==> config.mk <==
export PLATFORM = sky130hd
export DESIGN_NAME = laser_search_ctrl
export DESIGN_NICKNAME = d
export VERILOG_FILES = /design/src/rtl/laser_search_ctrl.sv
export SDC_FILE = /design/constraint.sdc
export NUM_CORES = 1
export LEC_CHECK = 0
export ABC_CLOCK_PERIOD_IN_PS = 6200
export CAP_MARGIN = 20
export CORE_UTILIZATION = 50
export CTS_BUF_LIST = sky130_fd_sc_hd__clkbuf_16
export CTS_CLUSTER_SIZE = 20
export DETAILED_ROUTE_END_ITERATION = 6
export PLACE_DENSITY = 0.78
export SLEW_MARGIN = 10
export SYNTH_ARGS = -nofsm -noshare
export SYNTH_HDL_FRONTEND = slang
export SYNTH_SLANG_ARGS = --single-unit
==> constraint.sdc <==
create_clock -name CLK -period 6.2 [get_ports CLK]
set_input_delay 1.86 -clock CLK [delete_from_list [all_inputs] [get_ports CLK]]
set_output_delay 1.86 -clock CLK [all_outputs]
set_load 0.02 [all_outputs]
==> src/rtl/laser_search_ctrl.sv <==
// Search scheduler for the LASER two-circle coverage problem: buffers the points,
// sweeps candidate centre pairs through an external evaluator and keeps the best pair.
module laser_search_ctrl #(
  parameter int unsigned NPTS   = 40,
  parameter int unsigned PASSES = 6
) (
  input  logic       CLK,
  input  logic       RST,
  input  logic       IN_VALID,
  input  logic [3:0] X,
  input  logic [3:0] Y,
  input  logic [5:0] RD_ADDR,
  output logic [3:0] RD_X,
  output logic [3:0] RD_Y,
  output logic       EV_REQ,
  output logic [3:0] EV_C1X,
  output logic [3:0] EV_C1Y,
  output logic [3:0] EV_C2X,
  output logic [3:0] EV_C2Y,
  input  logic       EV_ACK,
  input  logic [5:0] EV_CNT,
  output logic [3:0] C1X,
  output logic [3:0] C1Y,
  output logic [3:0] C2X,
  output logic [3:0] C2Y,
  output logic [5:0] BEST_CNT,
  output logic       DONE
);

  localparam logic [5:0] LAST_ADDR = 6'(NPTS - 1);
  localparam logic [5:0] RD_LIM    = 6'(NPTS);
  localparam logic [2:0] PASS_LIM  = 3'(PASSES);

  typedef enum logic [2:0] {IDLE, LOAD, WAIT, UPDATE, FINISH} state_t;

  state_t     state_q;
  logic [3:0] px_q [NPTS];
  logic [3:0] py_q [NPTS];
  logic [5:0] ld_q;
  logic [7:0] idx_q;
  logic [2:0] pass_q;
  logic       improved_q;
  logic       first_q;
  logic [5:0] cnt_q;
  logic [3:0] b1x_q, b1y_q, b2x_q, b2y_q;
  logic [5:0] bcnt_q;
  logic       ev_req_q;
  logic       done_q;
  logic [3:0] ev_c1x_q, ev_c1y_q, ev_c2x_q, ev_c2y_q;

  logic       wr_en;
  logic [5:0] wr_addr;
  logic       better;
  logic       imp_d;
  logic       last_idx;
  logic       stop;
  logic [7:0] idx_d;
  logic [2:0] pass_d;
  logic [3:0] b1x_d, b1y_d, b2x_d, b2y_d;
  logic [5:0] bcnt_d;
  logic [3:0] nc1x_d, nc1y_d, nc2x_d, nc2y_d;

  // Point buffer is not reset so results survive until the next load overwrites it.
  assign wr_en   = IN_VALID && !RST && (state_q == IDLE || state_q == LOAD);
  assign wr_addr = (state_q == IDLE) ? '0 : ld_q;

  always_ff @(posedge CLK) begin
    if (wr_en) begin
      px_q[wr_addr] <= X;
      py_q[wr_addr] <= Y;
    end
  end

  always_comb begin
    RD_X = '0;
    RD_Y = '0;
    if (RD_ADDR < RD_LIM) begin
      RD_X = px_q[RD_ADDR];
      RD_Y = py_q[RD_ADDR];
    end
  end

  // UPDATE-cycle results, plus the candidate presented on the following WAIT entry.
  always_comb begin
    better   = cnt_q > bcnt_q;
    b1x_d    = better ? ev_c1x_q : b1x_q;
    b1y_d    = better ? ev_c1y_q : b1y_q;
    b2x_d    = better ? ev_c2x_q : b2x_q;
    b2y_d    = better ? ev_c2y_q : b2y_q;
    bcnt_d   = better ? cnt_q : bcnt_q;
    imp_d    = improved_q | better;
    last_idx = (idx_q == 8'hFF);
    idx_d    = idx_q + 8'd1;
    pass_d   = last_idx ? pass_q + 3'd1 : pass_q;
    stop     = last_idx && ((pass_d == PASS_LIM) || (pass_d >= 3'd2 && !imp_d));
    if (!pass_d[0]) begin
      nc1x_d = idx_d[7:4];
      nc1y_d = idx_d[3:0];
      nc2x_d = b2x_d;
      nc2y_d = b2y_d;
    end else begin
      nc1x_d = b1x_d;
      nc1y_d = b1y_d;
      nc2x_d = idx_d[7:4];
      nc2y_d = idx_d[3:0];
    end
  end

  always_ff @(posedge CLK or posedge RST) begin
    if (RST) begin
      state_q    <= IDLE;
      ld_q       <= '0;
      idx_q      <= '0;
      pass_q     <= '0;
      improved_q <= 1'b0;
      first_q    <= 1'b0;
      cnt_q      <= '0;
      b1x_q      <= 4'd7;
      b1y_q      <= 4'd7;
      b2x_q      <= 4'd7;
      b2y_q      <= 4'd7;
      bcnt_q     <= '0;
      ev_req_q   <= 1'b0;
      done_q     <= 1'b0;
      ev_c1x_q   <= '0;
      ev_c1y_q   <= '0;
      ev_c2x_q   <= '0;
      ev_c2y_q   <= '0;
    end else begin
      done_q <= 1'b0;
      unique case (state_q)
        IDLE: begin
          if (IN_VALID) begin
            b1x_q      <= 4'd7;
            b1y_q      <= 4'd7;
            b2x_q      <= 4'd7;
            b2y_q      <= 4'd7;
            bcnt_q     <= '0;
            pass_q     <= '0;
            idx_q      <= '0;
            improved_q <= 1'b0;
            ld_q       <= 6'd1;
            state_q    <= LOAD;
          end
        end
        LOAD: begin
          if (IN_VALID) begin
            ld_q <= ld_q + 6'd1;
            if (ld_q == LAST_ADDR) begin
              state_q  <= WAIT;
              ev_req_q <= 1'b1;
              first_q  <= 1'b1;
              ev_c1x_q <= '0;
              ev_c1y_q <= '0;
              ev_c2x_q <= b2x_q;
              ev_c2y_q <= b2y_q;
            end
          end
        end
        WAIT: begin
          // An ack coinciding with the rising request is the engine not having seen it yet.
          if (first_q) begin
            first_q <= 1'b0;
          end else if (EV_ACK) begin
            cnt_q    <= EV_CNT;
            ev_req_q <= 1'b0;
            state_q  <= UPDATE;
          end
        end
        UPDATE: begin
          b1x_q  <= b1x_d;
          b1y_q  <= b1y_d;
          b2x_q  <= b2x_d;
          b2y_q  <= b2y_d;
          bcnt_q <= bcnt_d;
          idx_q  <= idx_d;
          pass_q <= pass_d;
          if (stop) begin
            improved_q <= imp_d;
            done_q     <= 1'b1;
            state_q    <= FINISH;
          end else begin
            improved_q <= last_idx ? 1'b0 : imp_d;
            ev_req_q   <= 1'b1;
            first_q    <= 1'b1;
            ev_c1x_q   <= nc1x_d;
            ev_c1y_q   <= nc1y_d;
            ev_c2x_q   <= nc2x_d;
            ev_c2y_q   <= nc2y_d;
            state_q    <= WAIT;
          end
        end
        FINISH: begin
          state_q <= IDLE;
        end
        default: begin
          state_q <= IDLE;
        end
      endcase
    end
  end

  assign EV_REQ   = ev_req_q;
  assign EV_C1X   = ev_c1x_q;
  assign EV_C1Y   = ev_c1y_q;
  assign EV_C2X   = ev_c2x_q;
  assign EV_C2Y   = ev_c2y_q;
  assign C1X      = b1x_q;
  assign C1Y      = b1y_q;
  assign C2X      = b2x_q;
  assign C2Y      = b2y_q;
  assign BEST_CNT = bcnt_q;
  assign DONE     = done_q;

endmodule
==> impl_metrics.json, run 1 <==
{
  "status": "complete, no violations",
  "seq_area_frac_synth_pct": 70.8,
  "root_buffer": "clkbuf_16",
  "syn-num-nets": 955,
  "hold_ws_ns": 0.508,
  "gp_congestion": 0.811,
  "maxSlewViolCount": 0,
  "maxCapViolCount": 0,
  "post-route-cell-area_sq_mm": 0.0184,
  "dieArea_sq_mm": 0.0327,
  "worstMarginPinSlew_ns": 1.10,
  "path_clk_slew_ns": 0.06,
  "synthFlopType": "edfxtp_1",
  "fp.dieW_microns": 181,
  "synth-xor-area-share_pct": 0.766,
  "io_pins": 72,
  "routedWlPerCell_microns": 24.3,
  "rows": 65,
  "clockBufferDepth": 3,
  "ys_warn_count": 0,
  "area_growth_pct": 14.9,
  "path_class": "in -> out",
  "netlist_top_cells_area": "edfxtp_1 (60%), mux4_2 (12%), dfrtp_1 (8.8%)",
  "max_slew_margin_pct": 26.6,
  "portBuffers": 71,
  "p_total_uw": 6950,
  "fin_crit_ns": 6.10,
  "core_sq_mm": 0.0316,
  "vias_per_cell": 6.01,
  "hpwl_microns": 21500,
  "cts_tree": "yes",
  "dpl_cell_area_sq_mm": 0.0172,
  "clock-sinks": 388,
  "synth_top_area_share_pct": 60.1,
  "cts_buffers": 40,
  "skew_ns": 0.0186,
  "async_reset_ff_share_pct": 17.5,
  "setup-violations-final": 0,
  "arrival_ns": 4.24,
  "initial_core_util_pct": 50.7,
  "vdd_drop_max_v": 0.000331,
  "p_leak_uw": 0.00623,
  "cp_max_fo": 30,
  "synth_area_sq_mm": 0.0160,
  "fin_tns_setup_ns": 0,
  "grt_max_degree": 69,
  "clkLatencyLatePin_ns": 0.54,
  "clock.fmax_mhz": 164,
  "grt_first_pass_wirelength_microns": 53600,
  "synth_top_family_by_area": "multiplexers",
  "synth_cell_type_count": 64,
  "cp-end-kind": "output pin",
  "cts_max_level": 2,
  "synth_seq_cells": 388,
  "yosys.area_share.simple_pct": 6.06,
  "num_vias": 8647,
  "synthMuxAreaShare_pct": 15.1,
  "fp.dieH_microns": 181,
  "grt_use_total_pct": 21.9,
  "worstSetupStartpointType": "primary input",
  "gr-total-overflow": 0,
  "wl_microns": 35000,
  "yosysTopAreaCell": "edfxtp_1",
  "grt_pass1_vias": 8867,
  "syn_area_per_cell_sq_um": 17.4,
  "drt_iter0_drc": 1026,
  "hp-class": "reg -> reg",
  "antenna_found_initial": 1,
  "syn-instance-count": 922,
  "synth-adder-area-share_pct": 0.704,
  "final_cell_mix": "edfxtp_1 (320), nor2_1 (89), mux4_2 (86), clkdlybuf4s50_1 (67), dfrtp_1 (56)",
  "first_pass_iters": 5,
  "route.detailed.drc": 0,
  "mostFrequentLayoutCell": "edfxtp_1",
  "rsz0062_at_grt": "false",
  "hold_viol_final": 0,
  "drive_above_1_share_pct": 18.9,
  "post_cts_buffers": 0,
  "cellPowerDensity_mw_per_mm2": 378,
  "finish.utilization_pct": 58.2,
  "synth_edf_count": 320,
  "critical_path_required_ns": 4.34,
  "nNetsFinal": 1042,
  "period_share_pct": 98.4,
  "synth-compound-area-share_pct": 4.40,
  "final_antenna_net_count": 0
}
==> routing by layer <==
metal	up-vias	wire length, microns	global-route usage [%]	part of all wire (%)
met2	384	16800	35.2	48
met4	0	842	7.01	2.4
met5	-	0	0	0
met3	59	2850	4.84	8.2
met1	4392	14500	30.0	42
li1	3812	-	-	-
==> flip-flops by register name (all words and copies together) (netlist names), 3 cells and up <==
| name | count |
|---|---|
| cnt_q | 6 |
| idx_q | 8 |
| px_q | 160 |
| pass_q | 3 |
| state_q | 3 |
| py_q | 160 |
| BEST_CNT | 6 |
| EV_C1Y | 4 |
| C2X | 4 |
| C1Y | 4 |
| C2Y | 4 |
| EV_C1X | 4 |
| C1X | 4 |
| EV_C2X | 4 |
| EV_C2Y | 4 |
| ld_q | 6 |
==> cell families (layout without fill, tap and decap cells) <==
kind of cell	Yosys count	after routing
flip-flops	388	388
AND/OR/NAND/NOR	210	210
multiplexers	118	118
AO/OA/AOI/OAI	114	114
buffers and inverters	69	182
XOR/XNOR	14	14
adder cells (fa/ha/maj)	9	9
other	0	1
==> timing repair <==
action | CTS | global route
resized for setup | 0 | 1
hold buffers | 0 | 0
setup endpoints to repair | 0 | 1
==> per-stage QoR <==
| stage | std cells | worst slack, ns |
|---|---|---|
| 3_3_place_gp | 1369 | 0.121 |
| 6_report | 1438 | 0.102 |
| 3_5_place_dp | 1369 | 0.0772 |
| 4_1_cts | 1437 | 0.00930 |
| 2_1_floorplan | 922 | 0.842 |
| 5_1_grt | 1437 | 0.0295 |
==> path summary, 6_finish.rpt <==
kind,startpoint,slack [ns],cells past startpoint,endpoint
worst max register to register,state_q[0],3.09,4,px_q[11][1]
min in group asynchronous,RST,1.99,3,ld_q[4]
worst min register to register,pass_q[1],0.51,1,pass_q[1]
max in group asynchronous,RST,3.60,3,cnt_q[5]
worst max-delay path,RD_ADDR[0],0.10,7,RD_Y[1]
worst min-delay path,pass_q[1],0.51,1,pass_q[1]
==> report_power, final <==
group | total, uW | switching, uW | leakage [uW] | internal [uW]
Clock | 2210 | 967 | 0.000619 | 1240
Combinational | 1510 | 866 | 0.00190 | 645
Sequential | 3220 | 191 | 0.00371 | 3030
Total | 6950 | 2020 | 0.00623 | 4920
==> cells in the mapped netlist, types with 9 or more instances <==
library cell  number
edfxtp_1         320
nor2_1            89
mux4_2            86
dfrtp_1           56
nand2_1           44
nand3_1           33
o21ai_0           31
a21oi_1           28
clkbuf_1          20
buf_2             19
inv_1             15
mux2i_1           15
dfstp_2           12
ha_1               9
mux4_1             9
xor2_1             9
==> final cells by class <==
class / count / area (sq um)
Clock inverter: 27 / 181
Multi-Input combinational cell: 465 / 4320
Antenna cell: 1 / 2.50
Clock buffer: 41 / 1030
Sequential cell: 388 / 11300
Fill cell: 2302 / 13200
Tap cell: 402 / 503
Inverter: 16 / 60.1
Timing Repair Buffer: 98 / 956
==> critical path, cell delays in order <==
cell             delay [ns]
buf_4                  0.13
buf_12                 0.24
mux4_2                 0.60
mux4_2                 0.49
a21oi_1                0.18
o21ai_1                0.11
clkdlybuf4s50_1        0.58
No activity file was read; power rests on OpenSTA's default activity.
==> run 2: changes to the inputs <==
RECOVER_POWER = 100   (was not set)
==> impl_metrics.json, run 2 (synthesized netlist as in run 1, its figures left out) <==
{
  "status": "finished with violations",
  "violations": "capacitance limit, slew limit",
  "hp-start": "pass_q[1]",
  "vias_per_cell": 6.06,
  "cts_tree": "yes",
  "timing.rr.start": "state_q[0]",
  "mostFrequentLayoutCell": "edfxtp_1",
  "top_regs": "px_q: 160 flops, py_q: 160 flops, idx_q: 8 flops",
  "critPathMaxStageDelay_ns": 0.70,
  "post_cts_buffers": 0,
  "cellPowerDensity_mw_per_mm2": 376,
  "rsz0062_at_grt": "false",
  "fin_crit_ns": 6.13,
  "final_cell_mix": "edfxtp_1 (320), nor2_1 (89), mux4_2 (86), dfrtp_1 (56), dlygate4sd3_1 (52)",
  "worstMarginPinSlew_ns": 3.67,
  "fp.dieW_microns": 181,
  "route.detailed.drc": 0,
  "place_ws_ns": 0.0772,
  "clock.fmax_mhz": 163,
  "io_pins": 72,
  "holdPathStages": 1,
  "maxSlewViolCount": 466,
  "gr-total-overflow": 0,
  "max_slew_margin_pct": -145,
  "dieArea_sq_mm": 0.0327,
  "initial_core_util_pct": 50.7,
  "fin_tns_setup_ns": 0,
  "maxCapViolCount": 11,
  "num_vias": 8720,
  "drive_above_1_share_pct": 17.6,
  "p_leak_uw": 0.00624,
  "wl_microns": 35000,
  "ctsResizeCount": 0,
  "portBuffers": 71,
  "setup-violations-final": 0,
  "p_total_uw": 6890,
  "crit_slowest_cell": "dlygate4sd3_1",
  "period_share_pct": 98.8,
  "cp-end-kind": "output pin",
  "final_antenna_net_count": 0,
  "rows": 65,
  "antenna_found_initial": 3,
  "finish.utilization_pct": 58.1,
  "arrival_ns": 4.27,
  "vdd_drop_max_v": 0.000319,
  "cts_max_level": 2,
  "grt_pass1_vias": 8867,
  "path_class": "in -> out",
  "critical_path_required_ns": 4.34,
  "gp_congestion": 0.811,
  "hpwl_microns": 21500,
  "clock-sinks": 388,
  "grt_max_degree": 69,
  "core_sq_mm": 0.0316,
  "hold_viol_final": 0,
  "cp-startpoint": "RD_ADDR[0]",
  "area_growth_pct": 14.6,
  "fin_ws_ns": 0.0715,
  "cts_buffers": 40,
  "path_clk_slew_ns": 0.06,
  "clockBufferDepth": 3,
  "routedWlPerCell_microns": 24.3,
  "cpMostUsedCell": "mux4_2",
  "fp.dieH_microns": 181,
  "cts_hold_buf": 0,
  "first_pass_iters": 7,
  "worstSetupStartpointType": "primary input",
  "root_buffer": "clkbuf_16",
  "cp_max_fo": 30,
  "nNetsFinal": 1042,
  "grt_first_pass_wirelength_microns": 53600,
  "drt_iter0_drc": 1071,
  "clkLatencyLatePin_ns": 0.54,
  "hp-class": "reg -> reg",
  "grt_use_total_pct": 21.9,
  "crit_chain": "buf_4 > buf_12 > mux4_2 > mux4_2 > nand3_1 > o21ai_1 > dlygate4sd3_1",
  "r2r_cells": 7,
  "skew_ns": 0.0145,
  "hold_ws_ns": 0.518
}
-- run 2: changes by cell type in the layout (fill, tap and decap cells not counted), sizes merged --
cell           previous run  this run
clkinv                   15        16
clkbuf                   41        52
dlygate4sd3               0        52
inv                      25        24
diode                     1         3
buf                      30        19
clkdlybuf4s50            67        15
-- run 2: final timing paths --
| kind | end | slack (ns) |
|---|---|---|
| min in group asynchronous | ld_q[1] | 3.27 |
| max | RD_Y[3] | 0.07 |
| min reg2reg | pass_q[1] | 0.52 |
| min | pass_q[1] | 0.52 |
| max in group asynchronous | cnt_q[5] | 0.87 |
| max reg2reg | EV_C1Y[2] | 1.38 |
-- run 2: critical path, delay by kind of cell --
family | cells | cell delay, ns
AO/OA/AOI/OAI | 1 | 0.12
buffers and inverters | 3 | 1.07
multiplexers | 2 | 1.09
AND/OR/NAND/NOR | 1 | 0.10
-- run 2: area by class of cell --
cell class	count	area (sq um)
Antenna cell	3	7.51
Clock buffer	41	1030
Clock inverter	27	181
Multi-Input combinational cell	465	4320
Inverter	16	60.1
Fill cell	2319	13200
Tap cell	402	503
Timing Repair Buffer	98	915
Sequential cell	388	11300
-- run 2: metrics by stage --
step                      cell area (sq um)  cells
after CTS                             18400   1437
after global placement                17200   1369
after floorplan                       16000    922
after global routing                  18300   1439
final                                 18300   1440
after detailed placement              17200   1369
-- run 2: routing by layer --
metal / GRT usage [%] / share of wire [%] / up-vias
li1: - / - / 3816
met1: 30.0 / 42 / 4464
met2: 35.2 / 48 / 389
met3: 4.84 / 7.9 / 51
met4: 7.01 / 2.2 / 0
met5: 0 / 0 / -
-- run 2: power by group --
part	total [uW]	switching, uW	internal [uW]	leakage [uW]
sequential	3220	184	3040	0.00371
clock	2210	970	1240	0.000619
combinational	1460	862	598	0.00191
total	6890	2020	4880	0.00624
==> run 3: changes to the inputs <==
--- a/config.mk
+++ b/config.mk
@@ -13,3 +13,4 @@
 export DETAILED_ROUTE_END_ITERATION = 6
-export PLACE_DENSITY = 0.78
+export DONT_BUFFER_PORTS = 1
+export PLACE_DENSITY = 0.75
 export RECOVER_POWER = 100
--- a/constraint.sdc
+++ b/constraint.sdc
@@ -3,2 +3,2 @@
 set_output_delay 1.86 -clock CLK [all_outputs]
-set_load 0.02 [all_outputs]
+set_load 0.01 [all_outputs]
==> impl_metrics.json, run 3 (synthesized netlist as in run 1, its figures left out) <==
{
  "clkLatencyLatePin_ns": 0.53,
  "timing.rr.start": "BEST_CNT[5]",
  "rsz0062_at_grt": "false",
  "critPathBufInv": 0,
  "grt_max_degree": 81,
  "post_cts_buffers": 0,
  "clock.fmax_mhz": 186,
  "gr-total-overflow": 0,
  "hpwl_microns": 19000,
  "crit_slowest_cell": "mux4_1",
  "p_total_uw": 6650,
  "rr_endpoint": "C2X[3]",
  "fp.dieW_microns": 181,
  "hold_ws_ns": 0.500,
  "first_pass_iters": 5,
  "route.met2.wl_microns": 15400,
  "routedWlPerCell_microns": 24.0,
  "grt_use_total_pct": 20.2,
  "vdd_drop_max_v": 0.000417,
  "status": "finished with violations",
  "r2r_cells": 10,
  "hp-start": "pass_q[1]",
  "hold_viol_final": 0,
  "holdPathStages": 1,
  "top_regs": "px_q: 160 flops, py_q: 160 flops, idx_q: 8 flops",
  "setup-violations-final": 0,
  "maxCapViolCount": 1,
  "drive_above_1_share_pct": 17.3,
  "layout.cells.non_filler": 1350,
  "route.detailed.drc": 0,
  "gp_congestion": 0.822,
  "n_fill_cell": 2416,
  "num_vias": 8257,
  "placed_cells": 1278,
  "critPathMaxStageDelay_ns": 0.56,
  "core_sq_mm": 0.0316,
  "path_delay_family": "multiplexers",
  "max_slew_margin_pct": -141,
  "cp-startpoint": "RD_ADDR[0]",
  "wl_met3_microns": 3350,
  "cellPowerDensity_mw_per_mm2": 379,
  "portBuffers": 0,
  "area_growth_pct": 9.57,
  "fin_crit_ns": 5.38,
  "cts_tree": "yes",
  "skew_ns": 0.0182,
  "mostFrequentLayoutCell": "edfxtp_1",
  "cp-end-kind": "output pin",
  "maxSlewViolCount": 69,
  "vias_per_cell": 6.12,
  "grt_pass1_vias": 8231,
  "cts_buffers": 39,
  "crit_chain": "mux4_1 > mux4_2 > a21oi_1 > o21ai_0",
  "clockBufferDepth": 3,
  "ctsResizeCount": 0,
  "worstSetupStartpointType": "primary input",
  "regToRegSetupSlack_ns": 2.36,
  "io_pins": 72,
  "path_class": "in -> out",
  "p_leak_uw": 0.00585,
  "period_share_pct": 86.7,
  "violations": "capacitance limit, slew limit",
  "wl_met1_microns": 12900,
  "highest_layer": "met4",
  "antenna_cells": 0,
  "arrival_ns": 3.52,
  "wl_microns": 32400,
  "initial_core_util_pct": 50.7,
  "grt_first_pass_wirelength_microns": 49300,
  "nNetsFinal": 951,
  "cts_max_level": 2,
  "finish.utilization_pct": 55.6,
  "final_cell_mix": "edfxtp_1 (320), nor2_1 (89), mux4_2 (86), dfrtp_1 (56), nand2_1 (44)",
  "critical_path_required_ns": 4.34,
  "clock-sinks": 388,
  "rows": 65,
  "cts_hold_buf": 0,
  "path_clk_slew_ns": 0.06,
  "dieArea_sq_mm": 0.0327,
  "cp_max_fo": 80,
  "hp-class": "reg -> reg",
  "fin_tns_setup_ns": 0,
  "final_antenna_net_count": 0,
  "worstMarginPinSlew_ns": 3.61,
  "drt_iter0_drc": 940,
  "fp.dieH_microns": 181,
  "hold-path-endpoint": "pass_q[1]",
  "root_buffer": "clkbuf_16",
  "antenna_found_initial": 0
}
[run 3: cell count changes in the layout (fill, tap and decap cells not counted), moves of 6 or more]
cell / previous run / this run
clkinv_2: 4 / 10
clkdlybuf4s50_1: 15 / 0
dfstp_1: 0 / 12
dlygate4sd3_1: 52 / 0
o21ai_1: 7 / 0
buf_4: 14 / 4
clkbuf_1: 11 / 4
o21ai_0: 34 / 41
dfstp_2: 12 / 0
[run 3: area by class of cell]
cell class                      instances  area, sq um  area share [%]
Clock inverter                         32          304            1.73
Sequential cell                       388        11300            64.6
Multi-Input combinational cell        465         4320            24.6
Clock buffer                           39          976            5.57
Timing Repair Buffer                    8         45.0           0.257
Inverter                               16         60.1           0.343
Tap cell                              402          503            2.87
[run 3: per-stage QoR]
| stage | worst slack (ns) | cell area, sq um |
|---|---|---|
| 2_1_floorplan | 0.898 | 16000 |
| 3_3_place_gp | 0.943 | 16300 |
| 3_5_place_dp | 0.896 | 16300 |
| 4_1_cts | 0.901 | 17500 |
| 5_1_grt | 0.628 | 17500 |
| 6_report | 0.824 | 17500 |
[run 3: worst reg2reg max path, cell delays in order (launching register included)]
cell,delay [ns]
dfrtp_1,0.42
inv_1,0.07
ha_1,0.36
nand4_1,0.17
o21bai_1,0.19
a31oi_1,0.14
clkbuf_1,0.34
o21ai_0,1.01
clkbuf_1,0.79
nand3_1,0.15
o21ai_0,0.11
[run 3: routing by layer]
metal  global-route usage (%)  up-vias
met5                        0        -
met4                     5.68        0
met1                     27.2     4219
met2                     32.0      349
li1                         -     3634
met3                     6.07       55
[run 3: where the power goes]
group          internal, uW  switching, uW  leakage [uW]
combinational           426            600       0.00149
sequential             3020            251       0.00371
clock                  1370            977      0.000650
total                  4820           1830       0.00585
[run 3: worst max path at each step]
| stage | to | slack, ns | cells after the start |
|---|---|---|---|
| CTS | RD_Y[3] | 0.90 | 4 |
| global route | idx_q[5] | 0.63 | 2 |
| finish | RD_Y[3] | 0.82 | 4 |
| global placement | RD_Y[3] | 0.94 | 4 |
| detailed placement | RD_Y[3] | 0.90 | 4 |
| floorplan | RD_X[1] | 0.90 | 6 |
